[src/rtl/projectile_pkg.sv]
// Types and geometry helpers for the projectile integrator.
package projectile_pkg;
  typedef enum logic [1:0] {IDLE, LAUNCH, FLIGHT, RESULT} state_t;
  typedef enum logic [1:0] {
    RES_NONE       = 2'd0,
    RES_TARGET     = 2'd1,
    RES_WALL       = 2'd2,
    RES_GROUND_OUT = 2'd3
  } result_t;

  localparam int INT_MAX = 32'h7fff_ffff;

  function automatic logic inside_rect(input int px, py, x0, x1, y0, y1);
    return (px >= x0) && (px <= x1) && (py >= y0) && (py <= y1);
  endfunction
endpackage

[src/rtl/vga_pkg.sv]
// Screen geometry shared by the video pipeline and anything that draws into it.
package vga_pkg;
  localparam int HOR_PIXELS = 1024;
  localparam int VER_PIXELS = 768;
endpackage

[src/rtl/projectile_ctl_if.sv]
// Game-logic <-> projectile integrator handshake: throw request in, sprite position and result out.
interface projectile_ctl_if #(
  parameter int POS_W   = 12,
  parameter int FORCE_W = 10
);
  import projectile_pkg::*;

  logic                      launch;
  logic                      abort;
  logic        [FORCE_W-1:0] throw_force;
  logic signed [7:0]         wind;
  logic signed [POS_W-1:0]   x_pos;
  logic signed [POS_W-1:0]   y_pos;
  logic                      busy;
  logic                      done;
  result_t                   result;

  modport master (
    output launch, abort, throw_force, wind,
    input  x_pos, y_pos, busy, done, result
  );
  modport slave (
    input  launch, abort, throw_force, wind,
    output x_pos, y_pos, busy, done, result
  );
endinterface

[src/rtl/projectile_ctl_tick_gen.sv]
// Free-running physics tick divider: one-cycle strobe every TICK_DIV clocks, cleared only by rst.
module tick_gen #(
  parameter int TICK_DIV = 1_300_000
) (
  input  logic clk,
  input  logic rst,
  output logic tick
);
  localparam int CW = (TICK_DIV > 1) ? $clog2(TICK_DIV) : 1;

  logic [CW-1:0] cnt_q, cnt_d;

  always_comb begin
    cnt_d = cnt_q + CW'(1);
    if (cnt_q == CW'(TICK_DIV - 1)) cnt_d = '0;
  end

  always_ff @(posedge clk or posedge rst) begin
    if (rst) cnt_q <= '0;
    else     cnt_q <= cnt_d;
  end

  assign tick = (cnt_q == CW'(TICK_DIV - 1));
endmodule

[src/rtl/projectile_ctl.sv]
// Fixed-point Euler projectile integrator: launch, per-tick motion, collision classification.
module projectile_ctl
  import projectile_pkg::*;
  import vga_pkg::*;
#(
  parameter int TICK_DIV  = 1_300_000,
  parameter int POS_W     = 12,
  parameter int FRAC_BITS = 4,
  parameter int FORCE_W   = 10,
  parameter int FORCE_K   = 18,
  parameter int VY0       = 27,
  parameter int GRAVITY   = 1,
  parameter int START_X   = 140,
  parameter int START_Y   = 350,
  parameter int GROUND_Y  = 600,
  parameter int WALL_X0   = 490,
  parameter int WALL_X1   = 534,
  parameter int WALL_Y0   = 241,
  parameter int TGT_X0    = 860,
  parameter int TGT_X1    = 1000,
  parameter int TGT_Y0    = 427,
  parameter int TGT_Y1    = 525,
  parameter int MAX_TICKS = 1023
) (
  input  logic             clk,
  input  logic             rst,
  projectile_ctl_if.slave  bus
);
  localparam int PW     = POS_W + FRAC_BITS + 2;
  localparam int VW     = POS_W + FRAC_BITS;
  localparam int PROD_W = FORCE_W + 7 + 8 + FRAC_BITS;
  localparam int CNT_W  = $clog2(MAX_TICKS + 1);
  localparam int ONE    = 1 << FRAC_BITS;

  localparam logic signed [PW-1:0] START_X_FP = PW'(START_X * ONE);
  localparam logic signed [PW-1:0] START_Y_FP = PW'(START_Y * ONE);
  localparam logic signed [PW-1:0] WALL_CL_FP = PW'((WALL_X0 - 1) * ONE);
  localparam logic signed [PW-1:0] GROUND_FP  = PW'(GROUND_Y * ONE);
  localparam logic signed [VW-1:0] VY0_FP     = VW'(VY0 * ONE);
  localparam logic signed [VW-1:0] GRAV_FP    = VW'(GRAVITY * ONE);

  function automatic logic signed [7:0] clamp_wind(input logic signed [7:0] w);
    if (w > 8'sd50)  return 8'sd50;
    if (w < -8'sd50) return -8'sd50;
    return w;
  endfunction

  function automatic int to_px(input logic signed [PW-1:0] p);
    return int'(p >>> FRAC_BITS);
  endfunction

  state_t                  state_q, state_d;
  result_t                 result_q, result_d;
  logic                    busy_q, busy_d, done_q, done_d;
  logic signed [PW-1:0]    x_q, x_d, y_q, y_d, x_step, y_step;
  logic signed [VW-1:0]    vx_q, vx_d, vy_q, vy_d, vx_launch;
  logic        [CNT_W-1:0] cnt_q, cnt_d, cnt_step;
  logic signed [7:0]       wind_c;
  logic        [PROD_W-1:0] prod;
  logic                    tick;
  int                      px, py;
  logic                    hit_tgt, hit_wall, hit_gnd, hit_out;

  tick_gen #(.TICK_DIV(TICK_DIV)) u_tick (.clk(clk), .rst(rst), .tick(tick));

  // Launch speed: percent wind scales force*K/100, all in fixed point.
  assign wind_c    = clamp_wind(bus.wind);
  assign prod      = (PROD_W'(bus.throw_force) * PROD_W'(FORCE_K)
                      * PROD_W'(100 + int'(wind_c))) << FRAC_BITS;
  assign vx_launch = VW'(prod / PROD_W'(10000));

  // Candidate position for this tick; collisions are judged on it, not on the held one.
  assign x_step   = x_q + $signed({{2{vx_q[VW-1]}}, vx_q});
  assign y_step   = y_q - $signed({{2{vy_q[VW-1]}}, vy_q});
  assign cnt_step = cnt_q + CNT_W'(1);
  assign px       = to_px(x_step);
  assign py       = to_px(y_step);
  assign hit_tgt  = inside_rect(px, py, TGT_X0, TGT_X1, TGT_Y0, TGT_Y1);
  assign hit_wall = inside_rect(px, py, WALL_X0, WALL_X1, WALL_Y0, INT_MAX);
  assign hit_gnd  = (py >= GROUND_Y);
  assign hit_out  = (px > HOR_PIXELS - 1) || (cnt_step == CNT_W'(MAX_TICKS));

  always_comb begin
    state_d  = state_q;
    result_d = result_q;
    busy_d   = busy_q;
    done_d   = 1'b0;
    x_d      = x_q;
    y_d      = y_q;
    vx_d     = vx_q;
    vy_d     = vy_q;
    cnt_d    = cnt_q;
    if (bus.abort) begin
      state_d  = IDLE;
      result_d = RES_NONE;
      busy_d   = 1'b0;
      x_d      = START_X_FP;
      y_d      = START_Y_FP;
      vx_d     = '0;
      vy_d     = '0;
      cnt_d    = '0;
    end else begin
      case (state_q)
        IDLE: begin
          x_d  = START_X_FP;
          y_d  = START_Y_FP;
          vx_d = '0;
          vy_d = '0;
          if (bus.launch) begin
            state_d  = LAUNCH;
            result_d = RES_NONE;
            busy_d   = 1'b1;
          end
        end
        LAUNCH: begin
          vx_d    = vx_launch;
          vy_d    = VY0_FP;
          x_d     = START_X_FP;
          y_d     = START_Y_FP;
          cnt_d   = '0;
          state_d = FLIGHT;
        end
        FLIGHT: begin
          if (tick) begin
            x_d   = x_step;
            y_d   = y_step;
            vy_d  = vy_q - GRAV_FP;
            cnt_d = cnt_step;
            if (hit_tgt) begin
              result_d = RES_TARGET;
            end else if (hit_wall) begin
              result_d = RES_WALL;
              x_d      = WALL_CL_FP;
            end else if (hit_gnd) begin
              result_d = RES_GROUND_OUT;
              y_d      = GROUND_FP;
            end else if (hit_out) begin
              result_d = RES_GROUND_OUT;
            end
            if (hit_tgt || hit_wall || hit_gnd || hit_out) begin
              state_d = RESULT;
              busy_d  = 1'b0;
              done_d  = 1'b1;
            end
          end
        end
        RESULT: begin
          if (!bus.launch) begin
            state_d = IDLE;
            x_d     = START_X_FP;
            y_d     = START_Y_FP;
            vx_d    = '0;
            vy_d    = '0;
          end
        end
        default: state_d = IDLE;
      endcase
    end
  end

  always_ff @(posedge clk or posedge rst) begin
    if (rst) begin
      state_q  <= IDLE;
      result_q <= RES_NONE;
      busy_q   <= 1'b0;
      done_q   <= 1'b0;
      x_q      <= START_X_FP;
      y_q      <= START_Y_FP;
      vx_q     <= '0;
      vy_q     <= '0;
      cnt_q    <= '0;
    end else begin
      state_q  <= state_d;
      result_q <= result_d;
      busy_q   <= busy_d;
      done_q   <= done_d;
      x_q      <= x_d;
      y_q      <= y_d;
      vx_q     <= vx_d;
      vy_q     <= vy_d;
      cnt_q    <= cnt_d;
    end
  end

  assign bus.x_pos  = POS_W'(x_q >>> FRAC_BITS);
  assign bus.y_pos  = POS_W'(y_q >>> FRAC_BITS);
  assign bus.busy   = busy_q;
  assign bus.done   = done_q;
  assign bus.result = result_q;
endmodule

[src/flat_wrapper.sv]
// flat-port wrapper written by rule: the top's interface ports become plain ports
module projectile_ctl_flat import projectile_pkg::*; import vga_pkg::*;
#(
  parameter int TICK_DIV  = 1_300_000,
  parameter int POS_W     = 12,
  parameter int FRAC_BITS = 4,
  parameter int FORCE_W   = 10,
  parameter int FORCE_K   = 18,
  parameter int VY0       = 27,
  parameter int GRAVITY   = 1,
  parameter int START_X   = 140,
  parameter int START_Y   = 350,
  parameter int GROUND_Y  = 600,
  parameter int WALL_X0   = 490,
  parameter int WALL_X1   = 534,
  parameter int WALL_Y0   = 241,
  parameter int TGT_X0    = 860,
  parameter int TGT_X1    = 1000,
  parameter int TGT_Y0    = 427,
  parameter int TGT_Y1    = 525,
  parameter int MAX_TICKS = 1023
)
  (clk, rst, bus_launch, bus_abort, bus_throw_force, bus_wind, bus_x_pos, bus_y_pos, bus_busy, bus_done, bus_result);
  projectile_ctl_if #(.POS_W(POS_W), .FORCE_W(FORCE_W)) bus_i ();
  input  logic clk;
  input  logic rst;
  input wire logic [$bits(bus_i.launch)-1:0] bus_launch;
  input wire logic [$bits(bus_i.abort)-1:0] bus_abort;
  input wire logic [$bits(bus_i.throw_force)-1:0] bus_throw_force;
  input wire logic [$bits(bus_i.wind)-1:0] bus_wind;
  output wire logic [$bits(bus_i.x_pos)-1:0] bus_x_pos;
  output wire logic [$bits(bus_i.y_pos)-1:0] bus_y_pos;
  output wire logic [$bits(bus_i.busy)-1:0] bus_busy;
  output wire logic [$bits(bus_i.done)-1:0] bus_done;
  output wire logic [$bits(bus_i.result)-1:0] bus_result;
  assign bus_i.launch = bus_launch;
  assign bus_i.abort = bus_abort;
  assign bus_i.throw_force = bus_throw_force;
  assign bus_i.wind = bus_wind;
  assign bus_x_pos = bus_i.x_pos;
  assign bus_y_pos = bus_i.y_pos;
  assign bus_busy = bus_i.busy;
  assign bus_done = bus_i.done;
  assign bus_result = bus_i.result;
  projectile_ctl #(.TICK_DIV(TICK_DIV), .POS_W(POS_W), .FRAC_BITS(FRAC_BITS), .FORCE_W(FORCE_W), .FORCE_K(FORCE_K), .VY0(VY0), .GRAVITY(GRAVITY), .START_X(START_X), .START_Y(START_Y), .GROUND_Y(GROUND_Y), .WALL_X0(WALL_X0), .WALL_X1(WALL_X1), .WALL_Y0(WALL_Y0), .TGT_X0(TGT_X0), .TGT_X1(TGT_X1), .TGT_Y0(TGT_Y0), .TGT_Y1(TGT_Y1), .MAX_TICKS(MAX_TICKS)) u_core (.clk(clk), .rst(rst), .bus(bus_i));
endmodule
[config.mk]
export PLATFORM = sky130hd
export DESIGN_NAME = projectile_ctl_flat
export DESIGN_NICKNAME = d
export VERILOG_FILES = /design/src/rtl/projectile_pkg.sv /design/src/rtl/vga_pkg.sv /design/src/rtl/projectile_ctl_if.sv /design/src/rtl/projectile_ctl_tick_gen.sv /design/src/rtl/projectile_ctl.sv /design/src/flat_wrapper.sv
export SDC_FILE = /design/constraint.sdc
export NUM_CORES = 1
export LEC_CHECK = 0
export ABC_CLOCK_PERIOD_IN_PS = 6350
export CORE_ASPECT_RATIO = 0.5
export CORE_MARGIN = 2
export CORE_UTILIZATION = 30
export CTS_BUF_LIST = sky130_fd_sc_hd__clkbuf_8
export CTS_CLUSTER_SIZE = 25
export DETAILED_ROUTE_END_ITERATION = 16
export SLEW_MARGIN = 15
export SYNTH_ARGS = -nofsm -noshare
export SYNTH_HDL_FRONTEND = slang
export SYNTH_HIERARCHICAL = 1
export SYNTH_SLANG_ARGS = --single-unit
[constraint.sdc]
create_clock -name clk -period 6.35 [get_ports clk]
set_clock_uncertainty 0.1 [all_clocks]
set_input_delay 1.27 -clock clk [delete_from_list [all_inputs] [get_ports clk]]
set_output_delay 1.27 -clock clk [all_outputs]
set_load 0.05 [all_outputs]
### Yosys cells after proc, flatten, opt, wreduce, memory -nomap -nowiden

Cells that the tools add are included.

* register bits: 105
* logic and storage cells: 115

* divide/modulo/power cells: 1
* add/subtract/negate cells: 6
* equality and inequality tests: 10
* muxes and demuxes: 53
* $lt $le $gt $ge: 12
* multipliers: 2
* reduce and logical (&&, ||, !) cells: 21

Operators with widths (count)
* 2-to-1 mux 18 bit: 11
* one-hot mux 18 bit (3 select lines): 2
* 2-to-1 mux 16 bit: 4
* one-hot mux 16 bit (4 select lines): 1
* one-hot mux 16 bit (3 select lines): 1
* less-or-equal comparator 14 x 11 -> 1 bit (second input constant): 3
* less-or-equal comparator 14 x 32 -> 1 bit (second input constant): 1
* 2-to-1 mux 8 bit: 4
* divider 29 x 14 -> 29 bit (second input constant): 1
* multiplier 14 x 29 -> 24 bit: 1
* >= comparator 14 x 10 -> 1 bit (second input constant): 2
* >= comparator 14 x 11 -> 1 bit (second input constant): 2
* 2-to-1 mux 2 bit: 12
* adder 21 x 1 -> 21 bit (second input constant): 1
* equality test 21 bit (second input constant): 1
* 2-to-1 mux 21 bit: 1
* 2-to-1 mux 10 bit: 2
* one-hot mux 10 bit (2 select lines): 1
* adder 18 x 16 -> 18 bit: 1
* subtractor 18 x 16 -> 18 bit: 1
* subtractor 16 x 6 -> 16 bit (second input constant): 1
* >= comparator 14 x 9 -> 1 bit (second input constant): 1
* > comparator 14 x 11 -> 1 bit (second input constant): 1
* multiplier 10 x 4 -> 14 bit (second input constant): 1
* other kinds (22): 48

### Logic depth before layout (Yosys ltp)

Gate-level depths: netlist of run 1.

* depth in word-level cells: 12
* depth in mapped cells: 92

### Modules after synthesis

Netlist of run 1, hierarchy kept.

By module, submodules not included
* projectile_ctl: area each 17893.4 um^2, times used 1, seq. area each 1913.1 um^2, cells each 2226
* tick_gen: area each 1054.8 um^2, times used 1, seq. area each 525.5 um^2, cells each 94

### Worst setup path before layout of run 1

No wires, ideal clock.

* kind: input to register
* start point: input port bus_wind[5]
* end point: register u_core.vx_q[0]
* setup time: 0.073 ns
* cell stages on the path: 81
* data arrival time: 21.297 ns
* data required time: 6.177 ns
* path slack: -15.120 ns
* cells stage by stage: clkbuf_1 a311o_1 nand3_1 ha_1 buf_2 o21ai_0 clkbuf_1 inv_1 ha_1 nand2_1 and3_1 buf_4 and2_1 inv_1 fa_1 inv_1 fa_1 fa_1 [... 45 more ...] a211oi_1 a31oi_4 nor3_2 mux2i_1 nand2b_1 a211oi_1 o221ai_1 nor3b_1 o2111ai_2 a31o_2 a211oi_2 xor2_2 a311oi_1 o21a_1 or4_1 xor2_1 a31o_1 a21oi_2

* word-level cells in the longest chain between the ends: 10

RTL lines
* start: declaration: RTL line flat_wrapper.sv:30 `input wire logic [$bits(bus_i.wind)-1:0] bus_wind;`
* less-than comparator 8 x 7 -> 1 bit: RTL line projectile_ctl.sv:44 `if (w < -8'sd50) return -8'sd50;`
* 2-to-1 mux 1 bit (2 in a row): RTL line projectile_ctl.sv:44
* 2-to-1 mux 8 bit: RTL line projectile_ctl.sv:45 `return w;`
* 2-to-1 mux 8 bit (*): RTL line projectile_ctl.sv:44
* adder 8 x 8 -> 9 bit (*): RTL line projectile_ctl.sv:69 `* PROD_W'(100 + int'(wind_c))) << FRAC_BITS;`
* multiplier 14 x 29 -> 24 bit (*): RTL line projectile_ctl.sv:69
* divider 29 x 14 -> 29 bit (*): RTL line projectile_ctl.sv:70 `assign vx_launch = VW'(prod / PROD_W'(10000));`
* one-hot mux 16 bit (3 select lines) (*): RTL line projectile_ctl.sv:103 `case (state_q)`
* 2-to-1 mux 16 bit (*): RTL line projectile_ctl.sv:93 `if (bus.abort) begin`
* end signal: assignment: RTL line projectile_ctl.sv:179 `vx_q <= vx_d;`
* end: declaration: RTL line projectile_ctl.sv:56 `logic signed [VW-1:0] vx_q, vx_d, vy_q, vy_d, vx_launch;`

Every way passes the cells marked *; elsewhere a longest branch is shown, timed or not. The select of a mux whose other input is x is not followed.
A chain may end at the register's enable or synchronous reset.

### Final worst setup path of run 1

* start point: input port bus_throw_force[1]
* end point: register u_core.vx_q[0]

* word-level cells in the longest chain between the ends: 5

RTL lines
* start: declaration: RTL line flat_wrapper.sv:29 `input wire logic [$bits(bus_i.throw_force)-1:0] bus_throw_force;`
* multiplier 10 x 4 -> 14 bit: RTL line projectile_ctl.sv:68 `assign prod = (PROD_W'(bus.throw_force) * PROD_W'(FORCE_K)`
* multiplier 14 x 29 -> 24 bit: RTL line projectile_ctl.sv:69
* divider 29 x 14 -> 29 bit: RTL line projectile_ctl.sv:70
* one-hot mux 16 bit (3 select lines): RTL line projectile_ctl.sv:103
* 2-to-1 mux 16 bit: RTL line projectile_ctl.sv:93

Every way passes these cells.

==> impl_results.md, run 1 <==
- Placed inst area: 25,400 µm²
- Drc violations: 0
- Grt met3 use: 0.0133
- Worst Tran Pin Value: between 0.9 and 1 ns
- Worst-path clk slew: 0.10 ns
- Total Nets Final: 3,310
- Clk buf depth: 2
- Final Hold Viols: 0
- Initial Util: 0.302
- N_diodes: 0
- Final Util: 0.458
- Sequential fraction of the synthesis area: 0.129
- Syn. warnings: 6
- Busiest layer in global routing: met2
- Critical Path End Type: flip-flop
- Detailed placement HPWL: 45,800 µm
- Global-route wire length before repair: 97,600 µm
- CTS tree: built
- Vias: 20,000
- Peak fanout along the critical path: 8
- CTS Buf Count: 9
- Worst EP required: about 6.6 ns
- Port bufs: 49
- CTS Sinks: 97
- Commonest non-fill, non-tap cells in the layout: 688 x buf_4, 220 x inv_1, 198 x nand2_1
- Synth Area per Inst: roughly 8.2 µm²
- Failing checks: setup timing
- Die footprint: approximately 65,000 µm²
- Crit path arrival time: 20.22 ns
- Routed wire per std cell: 15.2 µm
- MaxCap Viol Count: 0
- Worst-Skew Late Latency: around 0.39 ns
- EDFF count, synth: 0
- Vias in the first global route: 20,100
- Relative slew slack: 0.338
- Distinct cells, synth: 145
- Width of the die: about 360 µm
- Unrepaired setup endpoints after global routing: true
- Fraction of layout cells with a size suffix above 1: 0.417
- All-Layer GR Usage: 0.175
- Post-route ant nets: 0
- Post-Layout Cell Count: 3,881
- Cts-stage hold buffer count: 0
- 1st-iter DRT viols: about 1,100
- Row cnt: 65
- First-pass iteration count of the detailed router: 5
- Num ports: 50
- Final setup vio count: 16
- Root Driver: clkbuf_8
- M1 GR Usage: 0.225
- Number of antenna violations at the first check in global routing: 0
- Final instance area: 28,700 µm²
- Synthesized flop and latch total: 97
- Most frequent CP cell: buf_4
- Most used flip-flop cell after synthesis: dfrtp_1
- Status: finished with violations
- Final worst slack: -13.66 ns
- Crit Path Class: input port to flip-flop
- Area Overhead vs Synth: 51.5%
- Crit-path max cell delay: 0.55 ns
- H-tree Lvls: 3
- GR Overflow Total: 0
- CP bufs+invs: 16
- Max Clk Rate: 50.0 MHz
- Core area: about 63,000 µm²
- Post-Route WL: 58,900 µm
- Met2 usage in global routing: 0.317
- Min-Delay Path Class: flip-flop to flip-flop
- Worst path slowest cell: fa_2
- Pin count of the biggest net entering global routing: 77
- Post-Syn Instances: 2,320
- Final worst path period need: around 20 ns
- Final clock period utilization by the worst path: 3.15
- FFs w/ async S/R, synth: 1.00
- Placed insts: 3,734
- Hold slack: 0.388 ns
- Final Wtd Congestion: 0.875
- Slew Viols, Final: 0
- Startpoint types: input port
- Mapped Nets: 2,591
- Routed vias/inst: 5.15
- Largest delay share family, worst path: compound AO/OA/AOI/OAI gates
- Mapped Area: 18,900 µm²
- Worst reg-to-reg setup slack: approximately 0.57 ns
- Commonest non-fill, non-tap cell in the layout: buf_4
- Die height: 182 µm
final timing paths:
kind                                             startpoint                                to  depth (start not counted)
max                                      bus_throw_force[1]        u_core/vx_q[0]$_DFFE_PP0P_                         91
min                        u_core/u_tick/cnt_q[0]$_DFF_PP0_  u_core/u_tick/cnt_q[0]$_DFF_PP0_                          1
max reg2reg                      u_core/vy_q[4]$_DFFE_PP0P_  u_core/bus.result[0]$_DFFE_PP0P_                         30
min reg2reg                u_core/u_tick/cnt_q[0]$_DFF_PP0_  u_core/u_tick/cnt_q[0]$_DFF_PP0_                          1
max in group asynchronous                               rst        u_core/vx_q[5]$_DFFE_PP0P_                          3
min in group asynchronous                               rst  u_core/u_tick/cnt_q[4]$_DFF_PP0_                          2
per-stage QoR:
stage	setup slack (ns)	setup TNS [ns]
final	-13.66	-126.38
after global routing	-14.57	-134.97
after CTS	-13.34	-122.67
after detailed placement	-15.35	-150.14
after global placement	-15.15	-148.16
after floorplan	-14.00	-126.75
repair_timing:
action / CTS / global route
endpoints found under the setup margin: 16 / 32
cloned: 0 / 1
setup buffers: 98 / 36
gates resized for setup: 350 / 118
pin swaps: 196 / 99
cell usage after synthesis (18+ instances only):
master,number,area [µm²]
a211oi_1,19,143
ha_1,107,1340
a21oi_1,135,676
nand3_1,69,345
nand4_1,30,188
nor3_1,55,275
inv_1,237,890
buf_4,30,225
fa_1,142,2840
nand2_1,218,818
buf_2,22,110
o31ai_1,18,135
a31oi_1,26,163
a21o_1,37,278
dfrtp_1,88,2200
nor2_1,165,619
o21ai_0,89,445
and3_1,28,175
a22o_1,18,158
o21a_1,25,188
o21ai_1,30,150
xnor2_1,98,858
mux2i_1,24,240
and2_1,54,338
or2_2,21,131
o211ai_1,20,150
xor2_1,43,377
clkbuf_1,37,139
cell type report:
class | instances | area [µm²]
Timing Repair Buffer | 802 | 6420
Sequential cell | 97 | 2440
Clock buffer | 9 | 124
Tap cell | 837 | 1050
Multi-Input combinational cell | 1891 | 17700
Fill cell | 5878 | 34000
Clock inverter | 7 | 72.6
Inverter | 238 | 902
layer usage:
layer / wire [µm] / up-vias
li1: - / 9725
met1: 26000 / 9760
met2: 29600 / 397
met3: 1760 / 100
met4: 1580 / 0
met5: 0 / -
state kept, by name (all words and copies together) (netlist names), 2 cells and up:
register             flops
u_core/bus.result        2
u_core/cnt_q            10
u_core/state_q           2
u_core/u_tick/cnt_q     21
u_core/vx_q             16
u_core/vy_q             12
u_core/x_q              18
u_core/y_q              14
cells by family (layout without fill, tap and decap cells):
family / count (synthesis) / after routing / share of synthesized area
simple gates: 769 / 769 / 0.208
xor+xnor: 152 / 152 / 0.0752
flops: 97 / 97 / 0.129
mux: 37 / 37 / 0.0214
fa+ha+maj: 258 / 258 / 0.225
buf+inv: 332 / 1056 / 0.0736
compound gates: 675 / 675 / 0.268
Power of run 1 is left out: the tool's default activity adds up to more than one toggle a clock period on the data nets, which glitch-free logic cannot reach.
==> inputs of run 2 (changes only) <==
--- a/config.mk
+++ b/config.mk
@@ -5,6 +5,7 @@
 export SDC_FILE = /design/constraint.sdc
 export NUM_CORES = 1
 export LEC_CHECK = 0
+export ABC_AREA = 1
 export ABC_CLOCK_PERIOD_IN_PS = 6350
 export CORE_ASPECT_RATIO = 0.5
 export CORE_MARGIN = 2
==> impl_results.md, run 2 <==
- Mapped Area: 18,600 µm² (-1.9%)
- CTS Sinks: 97 (unchanged)
- Area leader, netlist: fa_1
- Core area: 61,200 µm² (-2.4%)
- Final worst slack: -11.80 ns (+1.86 ns)
- Relative slew slack: 0.356 (+0.0180)
- N_diodes: 0 (unchanged)
- Drc violations: 0 (unchanged)
- Row cnt: 64 (-1.5%)
- Num ports: 50 (unchanged)
- Failing checks: setup timing
- Post-Route WL: 50,700 µm (-14%)
- Worst-path clk slew: 0.10 ns (about the same)
- Routed wire per std cell: 12.2 µm (-20%)
- Final worst path period need: 18.15 ns (-1.86 ns)
- CTS Buf Count: 9 (unchanged)
- Commonest non-fill, non-tap cell in the layout: nand2_1
- Top reg by flops: u_core/u_tick/cnt_q
- Max Clk Rate: 55.1 MHz (+10%)
- Die footprint: 64,100 µm² (-1.8%)
- H-tree Lvls: 3 (unchanged)
- R2R cell count: 34 (+13%)
- Final Wtd Congestion: 0.881 (+0.72%)
- Final clock period utilization by the worst path: 2.86 (-0.292)
- Critical Path End Type: flip-flop
- Root Driver: clkbuf_8
- Mapped Nets: 3,002 (+16%)
- Status: finished with violations
- CTS tree: built
- Worst EP required: 6.52 ns (-0.05 ns)
- First-pass iteration count of the detailed router: 7 (+2)
- 1st-iter DRT viols: 804 (-30%)
- Worst-Skew Late Latency: 0.37 ns (-0.02 ns)
- Slew Viols, Final: 0 (unchanged)
- Width of the die: 356 µm (-0.93%)
- Worst path slowest cell: fa_2
- Synth Area per Inst: 6.81 µm² (-17%)
- Worst Tran Pin Value: 0.966 ns (-0.0270 ns)
- Most frequent CP cell: nand2_4
- Min-Delay Path Class: flip-flop to flip-flop
- Most used flip-flop cell after synthesis: dfrtp_1
- Total Nets Final: 3,608 (+9.0%)
- Sequential fraction of the synthesis area: 0.131 (+0.00246)
- Pin count of the biggest net entering global routing: 77 (unchanged)
- Peak fanout along the critical path: 8 (unchanged)
- Final Hold Viols: 0 (unchanged)
- Hold-critical path depth: 1 (unchanged)
- Synth top area share: 0.153 (+0.00287)
- Crit Path Class: input port to flip-flop
- Number of antenna violations at the first check in global routing: 0 (unchanged)
- Synth cell count leaders: 662 x nand2_1, 485 x inv_1, 248 x nor2_1
- Synthesized flop and latch total: 97 (unchanged)
- Startpoint types: input port
- Pre-CTS setup slack: -13.00 ns (+2.35 ns)
- Final instance area: 26,600 µm² (-7.2%)
- Vias: 18,600 (-6.8%)
- Post-route ant nets: 0 (unchanged)
- GR Overflow Total: 0 (unchanged)
- Routed vias/inst: 4.47 (-13%)
- Initial Util: 0.304 (+0.00173)
- Commonest non-fill, non-tap cells in the layout: 574 x nand2_1, 534 x buf_4, 456 x inv_1
- Placed inst area: 24,100 µm² (-5.0%)
- Regs by FF count: u_core/u_tick/cnt_q x21, u_core/x_q x18, u_core/vx_q x16
- Clk buf depth: 2 (unchanged)
- Crit path arrival time: 18.31 ns (-1.91 ns)
- FFs w/ async S/R, synth: 1.00 (unchanged)
- Port bufs: 49 (unchanged)
- Final setup vio count: 16 (unchanged)
- Post-Syn Instances: 2,731 (+18%)
- Distinct cells, synth: 66 (-54%)
- All-Layer GR Usage: 0.154 (-0.0215)
- MaxCap Viol Count: 0 (unchanged)
- Die height: 180 µm (-0.92%)
- Vias in the first global route: 18,300 (-9.1%)
- Fraction of layout cells with a size suffix above 1: 0.376 (-0.0410)
- Global-route wire length before repair: 84,600 µm (-13%)
- Max FFs per register: 21 (unchanged)
- EDFF count, synth: 0 (unchanged)
- Detailed placement HPWL: 41,500 µm (-9.4%)
- Cts-stage hold buffer count: 0 (unchanged)
- Final Util: 0.435 (-0.0225)
- Unrepaired setup endpoints after global routing: true
- Area Overhead vs Synth: 43.2%
- Crit-path max cell delay: 0.73 ns (+0.18 ns)
- Syn. warnings: 6 (unchanged)
- Ranking of synthesized cells by area: fa_1 15%, nand2_1 13%, dfrtp_1 12%
- Count leader, synth: nand2_1
==> run 2: cell types whose count changed after synthesis, moves of 53 or more <==
cell | before | now
nand2_2 | 1 | 117
nand3_1 | 69 | 197
nand2_1 | 218 | 662
and2_1 | 54 | 1
nor2_1 | 165 | 248
xnor2_1 | 98 | 20
inv_1 | 237 | 485
a21oi_1 | 135 | 65
==> run 2: final timing paths <==
check / from / slack [ns] / endpoint
setup / recovery: bus_wind[7] / -11.80 / u_core/vx_q[0]$_DFFE_PP0P_
hold / removal: u_core/vy_q[12]$_DFFE_PP0P_ / 0.38 / u_core/vy_q[12]$_DFFE_PP0P_
setup reg to reg: u_core/vy_q[4]$_DFFE_PP0P_ / 0.62 / u_core/bus.result[1]$_DFFE_PP0P_
hold reg to reg: u_core/vy_q[12]$_DFFE_PP0P_ / 0.38 / u_core/vy_q[12]$_DFFE_PP0P_
max in group asynchronous: rst / 4.06 / u_core/vx_q[7]$_DFFE_PP0P_
min in group asynchronous: rst / 1.35 / u_core/u_tick/cnt_q[10]$_DFF_PP0_
==> run 2: what timing repair did <==
item,4_1_cts,5_1_grt
endpoints found under the setup margin,16,34
cloned,8,4
setup buffers,40,59
hold endpoints to repair,0,0
pin swaps,85,179
resized for setup,181,228
==> run 2: through the flow <==
stage	std cells	TNS (ns)	hold slack [ns]
floorplan	2731	-104.79	0.333
global placement	4042	-126.64	0.357
detailed placement	4042	-129.62	0.362
CTS	4106	-110.54	0.383
global route	4167	-123.93	0.400
finish	4167	-113.24	0.378
==> run 2: critical path, delay by kind of cell <==
kind                       cells  cell delay, ns
and+or+nand+nor               80            8.08
xor gates and xnor gates       3            0.61
adders and majority gates      9            3.93
buffers and inverters         28            3.11
AOI/OAI and AO/OA              8            1.33
==> run 2: routing by layer <==
layer / part of all wire / track usage / vias up
met3: 0.023 / 0.0105 / 35
li1: - / - / 9693
met1: 0.47 / 0.208 / 8690
met5: 0 / 0 / -
met2: 0.49 / 0.272 / 204
met4: 0.011 / 0.0235 / 0
==> run 2: final cells by class <==
cell class	instances	area, µm²
clock buffer	10	138
sequential	97	2440
fill	6087	34600
inverter	540	2090
clock inverter	6	90.1
multi-input combinational	2056	15700
timing repair inverter	1	7.51
tap	825	1030
timing repair buffer	632	5090
==> run 2: kinds of logic (layout without fill, tap and decap cells) <==
| group | count (synthesis) | after routing | synth area share |
|---|---|---|---|
| buffers and inverters | 589 | 1189 | 0.131 |
| AO/OA/AOI/OAI | 250 | 250 | 0.0826 |
| AND/OR/NAND/NOR | 1441 | 1452 | 0.380 |
| XOR/XNOR | 105 | 105 | 0.0507 |
| adder cells (fa/ha/maj) | 249 | 249 | 0.225 |
| flip-flops | 97 | 97 | 0.131 |
Power of run 2 is left out for the same reason.
